===== src/rtl/match_acc_pkg.sv =====
// Shared types and constants for the match accumulator slice.
package match_acc_pkg;

    // Default width of the match and beat counters.
    localparam int CNT_W_DEFAULT = 8;

    // Frame-level FSM states.
    typedef enum logic [1:0] {
        IDLE  = 2'd0,
        ACCUM = 2'd1,
        HOLD  = 2'd2
    } state_t;

endpackage


===== src/rtl/match_acc_if.sv =====
// Beat input / frame result handshake bundle for the match accumulator.
interface match_acc_if #(
    parameter int CNT_W = 8
);

    logic             match_in;
    logic             in_valid;
    logic             in_last;
    logic             in_ready;
    logic             out_valid;
    logic             out_ready;
    logic [CNT_W-1:0] match_cnt;
    logic [CNT_W-1:0] beat_cnt;
    logic             all_match;
    logic             any_match;
    logic             overflow;

    // Producer of beats and consumer of results.
    modport master (
        output match_in, in_valid, in_last, out_ready,
        input  in_ready, out_valid, match_cnt, beat_cnt, all_match, any_match, overflow
    );

    // The accumulator itself.
    modport slave (
        input  match_in, in_valid, in_last, out_ready,
        output in_ready, out_valid, match_cnt, beat_cnt, all_match, any_match, overflow
    );

endinterface


===== src/rtl/match_accumulator_sat_counter.sv =====
// Saturating up-counter with a parallel load; never wraps past all-ones.
module sat_counter #(
    parameter int CNT_W = 8
) (
    input  logic             clk,
    input  logic             rst,
    input  logic             load,
    input  logic [CNT_W-1:0] load_val,
    input  logic             inc,
    output logic [CNT_W-1:0] count,
    output logic             sat
);

    assign sat = (count == {CNT_W{1'b1}});

    // Load starts a new frame's count; increments stop at the ceiling.
    always_ff @(posedge clk or posedge rst) begin
        if (rst) begin
            count <= '0;
        end else if (load) begin
            count <= load_val;
        end else if (inc && !sat) begin
            count <= count + 1'b1;
        end
    end

endmodule


===== src/rtl/match_accumulator.sv =====
// Counts matching beats across a frame and presents the frame summary
// on a valid/ready result port, holding it until the consumer takes it.
module match_accumulator
    import match_acc_pkg::*;
#(
    parameter int CNT_W = CNT_W_DEFAULT
) (
    input logic        clk,
    input logic        rst,
    match_acc_if.slave bus
);

    localparam logic [1:0] ST_IDLE  = IDLE;
    localparam logic [1:0] ST_ACCUM = ACCUM;
    localparam logic [1:0] ST_HOLD  = HOLD;

    logic [1:0]       state;
    logic [1:0]       next_state;
    logic             in_ready_q;
    logic             out_valid_q;
    logic             all_q;
    logic             any_q;
    logic             ovf_q;
    logic             accept;
    logic             first_beat;
    logic             more_beat;
    logic [CNT_W-1:0] match_count;
    logic [CNT_W-1:0] beat_count;
    logic             match_sat;
    logic             beat_sat;

    assign accept     = bus.in_valid && in_ready_q;
    assign first_beat = accept && (state == ST_IDLE);
    assign more_beat  = accept && (state == ST_ACCUM);

    // Next-state selection: beats move toward HOLD, the consumer releases HOLD.
    always_comb begin
        next_state = state;
        case (state)
            ST_IDLE, ST_ACCUM: begin
                if (accept) begin
                    next_state = bus.in_last ? ST_HOLD : ST_ACCUM;
                end
            end
            ST_HOLD: begin
                if (out_valid_q && bus.out_ready) begin
                    next_state = ST_IDLE;
                end
            end
            default: next_state = ST_IDLE;
        endcase
    end

    // State register with handshake flags decoded from the upcoming state,
    // so in_ready stays low through reset and rises on the first clock after.
    always_ff @(posedge clk or posedge rst) begin
        if (rst) begin
            state       <= ST_IDLE;
            in_ready_q  <= 1'b0;
            out_valid_q <= 1'b0;
        end else begin
            state       <= next_state;
            in_ready_q  <= (next_state != ST_HOLD);
            out_valid_q <= (next_state == ST_HOLD);
        end
    end

    // Frame flags: reloaded on a frame's first beat, folded on later beats.
    always_ff @(posedge clk or posedge rst) begin
        if (rst) begin
            all_q <= 1'b0;
            any_q <= 1'b0;
            ovf_q <= 1'b0;
        end else if (first_beat) begin
            all_q <= bus.match_in;
            any_q <= bus.match_in;
            ovf_q <= 1'b0;
        end else if (more_beat) begin
            all_q <= all_q & bus.match_in;
            any_q <= any_q | bus.match_in;
            if (beat_sat) begin
                ovf_q <= 1'b1;
            end
        end
    end

    sat_counter #(.CNT_W(CNT_W)) u_match_cnt (
        .clk      (clk),
        .rst      (rst),
        .load     (first_beat),
        .load_val ({{(CNT_W-1){1'b0}}, bus.match_in}),
        .inc      (more_beat && bus.match_in),
        .count    (match_count),
        .sat      (match_sat)
    );

    sat_counter #(.CNT_W(CNT_W)) u_beat_cnt (
        .clk      (clk),
        .rst      (rst),
        .load     (first_beat),
        .load_val ({{(CNT_W-1){1'b0}}, 1'b1}),
        .inc      (more_beat),
        .count    (beat_count),
        .sat      (beat_sat)
    );

    logic unused_match_sat;
    assign unused_match_sat = match_sat;

    assign bus.in_ready  = in_ready_q;
    assign bus.out_valid = out_valid_q;
    assign bus.match_cnt = match_count;
    assign bus.beat_cnt  = beat_count;
    assign bus.all_match = all_q;
    assign bus.any_match = any_q;
    assign bus.overflow  = ovf_q;

endmodule


===== src/flat_wrapper.sv =====
// flat-port wrapper written by rule: the top's interface ports become plain ports
module match_accumulator_flat import match_acc_pkg::*;
#(
    parameter int CNT_W = CNT_W_DEFAULT
)
  (clk, rst, bus_match_in, bus_in_valid, bus_in_last, bus_out_ready, bus_in_ready, bus_out_valid, bus_match_cnt, bus_beat_cnt, bus_all_match, bus_any_match, bus_overflow);
  match_acc_if #(.CNT_W(CNT_W)) bus_i ();
  input logic clk;
  input logic rst;
  input wire logic [$bits(bus_i.match_in)-1:0] bus_match_in;
  input wire logic [$bits(bus_i.in_valid)-1:0] bus_in_valid;
  input wire logic [$bits(bus_i.in_last)-1:0] bus_in_last;
  input wire logic [$bits(bus_i.out_ready)-1:0] bus_out_ready;
  output wire logic [$bits(bus_i.in_ready)-1:0] bus_in_ready;
  output wire logic [$bits(bus_i.out_valid)-1:0] bus_out_valid;
  output wire logic [$bits(bus_i.match_cnt)-1:0] bus_match_cnt;
  output wire logic [$bits(bus_i.beat_cnt)-1:0] bus_beat_cnt;
  output wire logic [$bits(bus_i.all_match)-1:0] bus_all_match;
  output wire logic [$bits(bus_i.any_match)-1:0] bus_any_match;
  output wire logic [$bits(bus_i.overflow)-1:0] bus_overflow;
  assign bus_i.match_in = bus_match_in;
  assign bus_i.in_valid = bus_in_valid;
  assign bus_i.in_last = bus_in_last;
  assign bus_i.out_ready = bus_out_ready;
  assign bus_in_ready = bus_i.in_ready;
  assign bus_out_valid = bus_i.out_valid;
  assign bus_match_cnt = bus_i.match_cnt;
  assign bus_beat_cnt = bus_i.beat_cnt;
  assign bus_all_match = bus_i.all_match;
  assign bus_any_match = bus_i.any_match;
  assign bus_overflow = bus_i.overflow;
  match_accumulator #(.CNT_W(CNT_W)) u_core (.clk(clk), .rst(rst), .bus(bus_i));
endmodule

===== config.mk =====
export PLATFORM = sky130hd
export DESIGN_NAME = match_accumulator_flat
export DESIGN_NICKNAME = d
export VERILOG_FILES = /design/src/rtl/match_acc_pkg.sv /design/src/rtl/match_acc_if.sv /design/src/rtl/match_accumulator_sat_counter.sv /design/src/rtl/match_accumulator.sv /design/src/flat_wrapper.sv
export SDC_FILE = /design/constraint.sdc
export NUM_CORES = 1
export LEC_CHECK = 0
export ABC_AREA = 1
export ABC_CLOCK_PERIOD_IN_PS = 1600
export CAP_MARGIN = 30
export CORE_MARGIN = 2
export CORE_UTILIZATION = 38
export DETAILED_ROUTE_END_ITERATION = 8
export DONT_BUFFER_PORTS = 1
export HOLD_SLACK_MARGIN = 0.1
export PLACE_DENSITY = 0.58
export SLEW_MARGIN = 0
export SYNTH_ARGS = -nofsm -noshare
export SYNTH_HDL_FRONTEND = slang
export SYNTH_HIERARCHICAL = 1
export SYNTH_SLANG_ARGS = --single-unit

===== constraint.sdc =====
create_clock -name clk -period 1.6 [get_ports clk]
set_input_delay 0.24 -clock clk [delete_from_list [all_inputs] [get_ports clk]]
set_output_delay 0.24 -clock clk [all_outputs]
set_load 0.03 [all_outputs]

After elaboration in Yosys (flattened, before gate mapping)

Index checks and enable logic that the tools add are counted.

Flip-flop bits (word level): 23
Output and inout bits: 21

Add/subtract/negate cells: 2
Equal/unequal tests: 6
Multiplexer cells: 15
Bitwise operators: 2
Reduce and logical (&&, ||, !) cells: 16

Operators by type and width:

| operator                                                              | count |
|---|---|
| 8-bit two-way mux                                                     | 4 |
| 8-bit by 1-bit adder with 8-bit output, second input constant         | 2 |
| 8-bit equality test, second input constant                            | 2 |
| 2-bit nonzero test                                                    | 4 |
| 1-bit logical AND                                                     | 7 |
| 1-bit two-way mux                                                     | 7 |
| 2-bit two-way mux                                                     | 3 |
| 2-bit equality test, second input constant                            | 2 |
| 2-bit case mux with 2 select lines                                    | 1 |
| 2-bit by 1-bit equality test with 1-bit output, second input constant | 1 |
| 1-bit zero test                                                       | 2 |
| 2-bit zero test                                                       | 1 |
| 2-bit != test, second input constant                                  | 1 |
| 2-bit AND reduction                                                   | 1 |
| 2-bit OR reduction                                                    | 1 |
| 1-bit AND                                                             | 1 |
| 1-bit OR                                                              | 1 |

Longest topological paths before layout

Gate-level depths: netlist of the first run.

Depth after elaboration: 6
Depth in mapped cells: 11

Cells and area by module

Netlist of the first run, hierarchy kept.

By module, submodules not included:

| module            | times used | cells each | area each (µm²) | sequential area each (µm²) |
|---|---|---|---|---|
| sat_counter       | 2          | 91         | 619.3           | 200.2 |
| match_accumulator | 1          | 42         | 325.3           | 175.2 |

Worst setup path before layout of the first run

Ideal clock, no wire load.

Path type: reg2reg
Start point: register u_core.in_ready_q (netlist: u_core/bus.in_ready)
End point: register u_core.u_beat_cnt.count[6]
Setup time: 113 ps
Arrival: 1,522 ps
Data required time: 1,487 ps
Path slack: -35 ps
Cell stages (with the launch flop): 12
Buffers on the path: 1
Period minus slack after synthesis: 1,635 ps
Cell sequence: dfrtp_1 > nand2_2 > inv_1 > nand2_1 > inv_1 > buf_4 > inv_2 > or2_2 > nand2_1 > nand2_1 > nand2_1 > inv_1

RTL lines:

| element                                                        | RTL line                            | source |
|---|---|---|
| from (decl)                                                    | match_accumulator.sv:19             | `logic in_ready_q;` |
| from (signal assigned)                                         | match_accumulator.sv:63             | `in_ready_q <= (next_state != ST_HOLD);` |
| 1-bit logical AND (*)                                          | match_accumulator.sv:32             | `assign accept = bus.in_valid && in_ready_q;` |
| 1-bit logical AND (*)                                          | match_accumulator.sv:33             | `assign first_beat = accept && (state == ST_IDLE);` |
| named net u_core.first_beat                                    | match_accumulator.sv:25             | `logic first_beat;` |
| 8-bit two-way mux / 2-bit nonzero test (equally long branches) | -                                   |  |
| to (signal assigned)                                           | match_accumulator_sat_counter.sv:21 | `count <= load_val;` |
| to (signal assigned)                                           | match_accumulator_sat_counter.sv:23 | `count <= count + 1'b1;` |
| to (decl)                                                      | match_accumulator_sat_counter.sv:10 | `output logic [CNT_W-1:0] count,` |

The timed path passes the listed nets; every way through them passes the cells marked *.
A chain may end at the register's enable or synchronous reset.

Worst setup path after layout of the first run

Start point: register u_core.state[1]
End point: register u_core.u_match_cnt.count[6]

RTL lines:

| element                                                        | RTL line                            | source |
|---|---|---|
| from (decl)                                                    | match_accumulator.sv:17             | `logic [1:0] state;` |
| from (signal assigned)                                         | match_accumulator.sv:62             | `state <= next_state;` |
| 2-bit zero test (*)                                            | match_accumulator.sv:33             |  |
| 1-bit logical AND (*)                                          | match_accumulator.sv:33             |  |
| named net u_core.first_beat                                    | match_accumulator.sv:25             |  |
| 8-bit two-way mux / 2-bit nonzero test (equally long branches) | -                                   |  |
| to (signal assigned)                                           | match_accumulator_sat_counter.sv:21 |  |
| to (signal assigned)                                           | match_accumulator_sat_counter.sv:23 |  |
| to (decl)                                                      | match_accumulator_sat_counter.sv:10 |  |

Marked as above.

==> flow_metrics.env, run 1 <==
export IMPL_path_clk_slew_ps=90
export IMPL_fmax_mhz=707
export IMPL_reg2reg_depth=9
export IMPL_ys_warnings_count=6
export IMPL_num_vias=1381
export IMPL_holdPathEnd="u_core/bus.out_valid$_DFF_PP0_"
export IMPL_grt_remaining_overflow=0
export IMPL_wl_met2_mm=1.56
export IMPL_grt_max_degree=14
export IMPL_final_common_cell="nand2_1"
export IMPL_ios=27
export IMPL_critical_path_slowest_cell="dfrtp_1"
export IMPL_cts_buffers=3
export IMPL_highest_layer="met4"
export IMPL_cp_max_fo=9
export IMPL_htreeDepth=1
export IMPL_die_area_mm2=0.00463
export IMPL_cts_sinks=23
export IMPL_critPathMaxStageDelay_ps=440
export IMPL_antenna_found_initial=0
export IMPL_worstSetupEndpointType="register"
export IMPL_die_h_um=68.1
export IMPL_die_width_um=68.1
export IMPL_cp_required_ps=1770
export IMPL_period_share=0.884
export IMPL_area_growth_pct=19.8
export IMPL_min_from="bus_in_last"
export IMPL_post_cts_buffers=0
export IMPL_r2r_slack_ps=190
export IMPL_post_dp_hpwl_mm=2.61
export IMPL_nNetsFinal=268
export IMPL_cts_root_buf="clkbuf_8"
export IMPL_drc=0
export IMPL_path_common_cell="nand2_1"
export IMPL_row_count=23
export IMPL_grt_pass1_wl_mm=5.89
export IMPL_crit_buf_inv=3
export IMPL_start_kind="register"
export IMPL_groute_usage_overall=0.166
export IMPL_syn_cell_area_mm2=0.00156
export IMPL_criticalPathCategory="register to register"
export IMPL_viasPerCell=4.47
export IMPL_fin_worst_skew_ps=8.16
export IMPL_wire_per_inst_um=10.9
export IMPL_r2r_start="u_core/state[1]$_DFF_PP0_"
export IMPL_core_mm2=0.00397
export IMPL_timing_rr_end="u_core/u_match_cnt/count[6]$_DFFE_PP0P_"
export IMPL_wl_met3_um=111
export IMPL_hold_path_class="primary input to register"
export IMPL_grt_setup_unrepaired="no"
export IMPL_start_util=0.393
export IMPL_drv_cap=0
export IMPL_wl_mm=3.37
export IMPL_fin_util=0.471
export IMPL_setup_violations=0
export IMPL_ant_nets=0
export IMPL_routabilityCongestion=0.801
export IMPL_layout_common_cells="nand2_1 (72), nand3_1 (31), inv_1 (25)"
export IMPL_ir_drop_v=0.000806
export IMPL_drive_gt1_frac=0.216
export IMPL_diodes=0
export IMPL_dr_pass1_iters=4
export IMPL_wl_met1_mm=1.68
export IMPL_arrival_ps=1590
export IMPL_cts_tree="built"
export IMPL_cts_buffer_depth=2
export IMPL_final_min_clock_period_ps=1410
export IMPL_maxSlewViolCount=0
export IMPL_final_hold_violation_count=0
export IMPL_leakagePower_nw=1.00
export IMPL_outcome="completed"
export IMPL_syn_area_per_cell_um2=7.00
export IMPL_grt_pass1_vias=1329
export IMPL_hold_slack_ps=123
export IMPL_drt_iter0_drc=82
export IMPL_clk_latency_ps=270
export IMPL_netlist_instances=223
export IMPL_crit_chain="nor2_1, nand2_1, inv_2, inv_2, or2_2, nand2_1, nand2_1, nand2_1, inv_1"
export IMPL_p_per_area_mw_per_mm2=1900
export IMPL_critPathTopFamily="simple AND/OR/NAND/NOR gates"
export IMPL_holdPathStages=2
export IMPL_fin_tns_setup_ps=0
export IMPL_io_buffer_count=0
where the power goes:
part           total (mW)  leakage (nW)  switching, mW  internal [mW]
clock network       0.367        0.0255          0.193          0.174
registers            1.18         0.278          0.350          0.833
logic                2.01         0.698           1.29          0.723
per-layer routing:
| layer | vias to the layer above | track usage |
|---|---|---|
| met4 | 0 | 0.0450 |
| met3 | 2 | 0.0296 |
| met2 | 19 | 0.275 |
| met1 | 604 | 0.222 |
| li1 | 756 | - |
| met5 | - | 0 |
sequential cells by signal, indices dropped and copies added (netlist names):
register / count
u_core/bus.all_match: 1
u_core/bus.any_match: 1
u_core/bus.in_ready: 1
u_core/bus.out_valid: 1
u_core/bus.overflow: 1
u_core/state: 2
u_core/u_beat_cnt/count: 8
u_core/u_match_cnt/count: 8
final cells by class:
type / instances / area, µm²
clock buffers: 3 / 41.3
multi-input cells: 179 / 896
repair buffers: 23 / 175
fillers: 418 / 2100
flip-flops and latches: 23 / 577
well taps: 50 / 62.6
inverters: 30 / 113
clock inverters: 1 / 5.00
stage by stage:
stage | area [µm²] | std cells | setup WS [ps] | power, mW
floorplan | 1610 | 236 | 50.9 | 2.62
global placement | 1810 | 304 | 204 | 3.20
detailed placement | 1810 | 304 | 170 | 3.21
CTS | 1870 | 309 | 147 | 3.60
global route | 1870 | 309 | 42.5 | 3.92
finish | 1870 | 309 | 186 | 3.56
worst max path at each step:
stage	start	end	slack (ps)	depth (start not counted)
2_1_floorplan	u_core/bus.in_ready$_DFF_PP0_	u_core/u_beat_cnt/count[7]$_DFFE_PP0P_	50	10
3_3_place_gp	u_core/state[1]$_DFF_PP0_	u_core/u_match_cnt/count[6]$_DFFE_PP0P_	200	9
3_5_place_dp	u_core/state[1]$_DFF_PP0_	u_core/u_match_cnt/count[6]$_DFFE_PP0P_	170	9
4_1_cts	u_core/state[1]$_DFF_PP0_	u_core/u_match_cnt/count[6]$_DFFE_PP0P_	150	9
5_1_grt	u_core/state[1]$_DFF_PP0_	u_core/u_match_cnt/count[6]$_DFFE_PP0P_	40	9
6_report	u_core/state[1]$_DFF_PP0_	u_core/u_match_cnt/count[6]$_DFFE_PP0P_	190	9
repair_timing:
action	in CTS	in global routing
hold buffers	1	0
gates resized for setup	0	1
setup endpoints to repair	0	3
endpoints found under the hold margin	23	0
Note: power is estimated with default switching activity, not from simulation.
==> run 2: changes to the inputs <==
- CTS_CLUSTER_SIZE: default -> 40
==> results of run 2 <==
Final layout, timing and power as in run 1 (identical DEF).
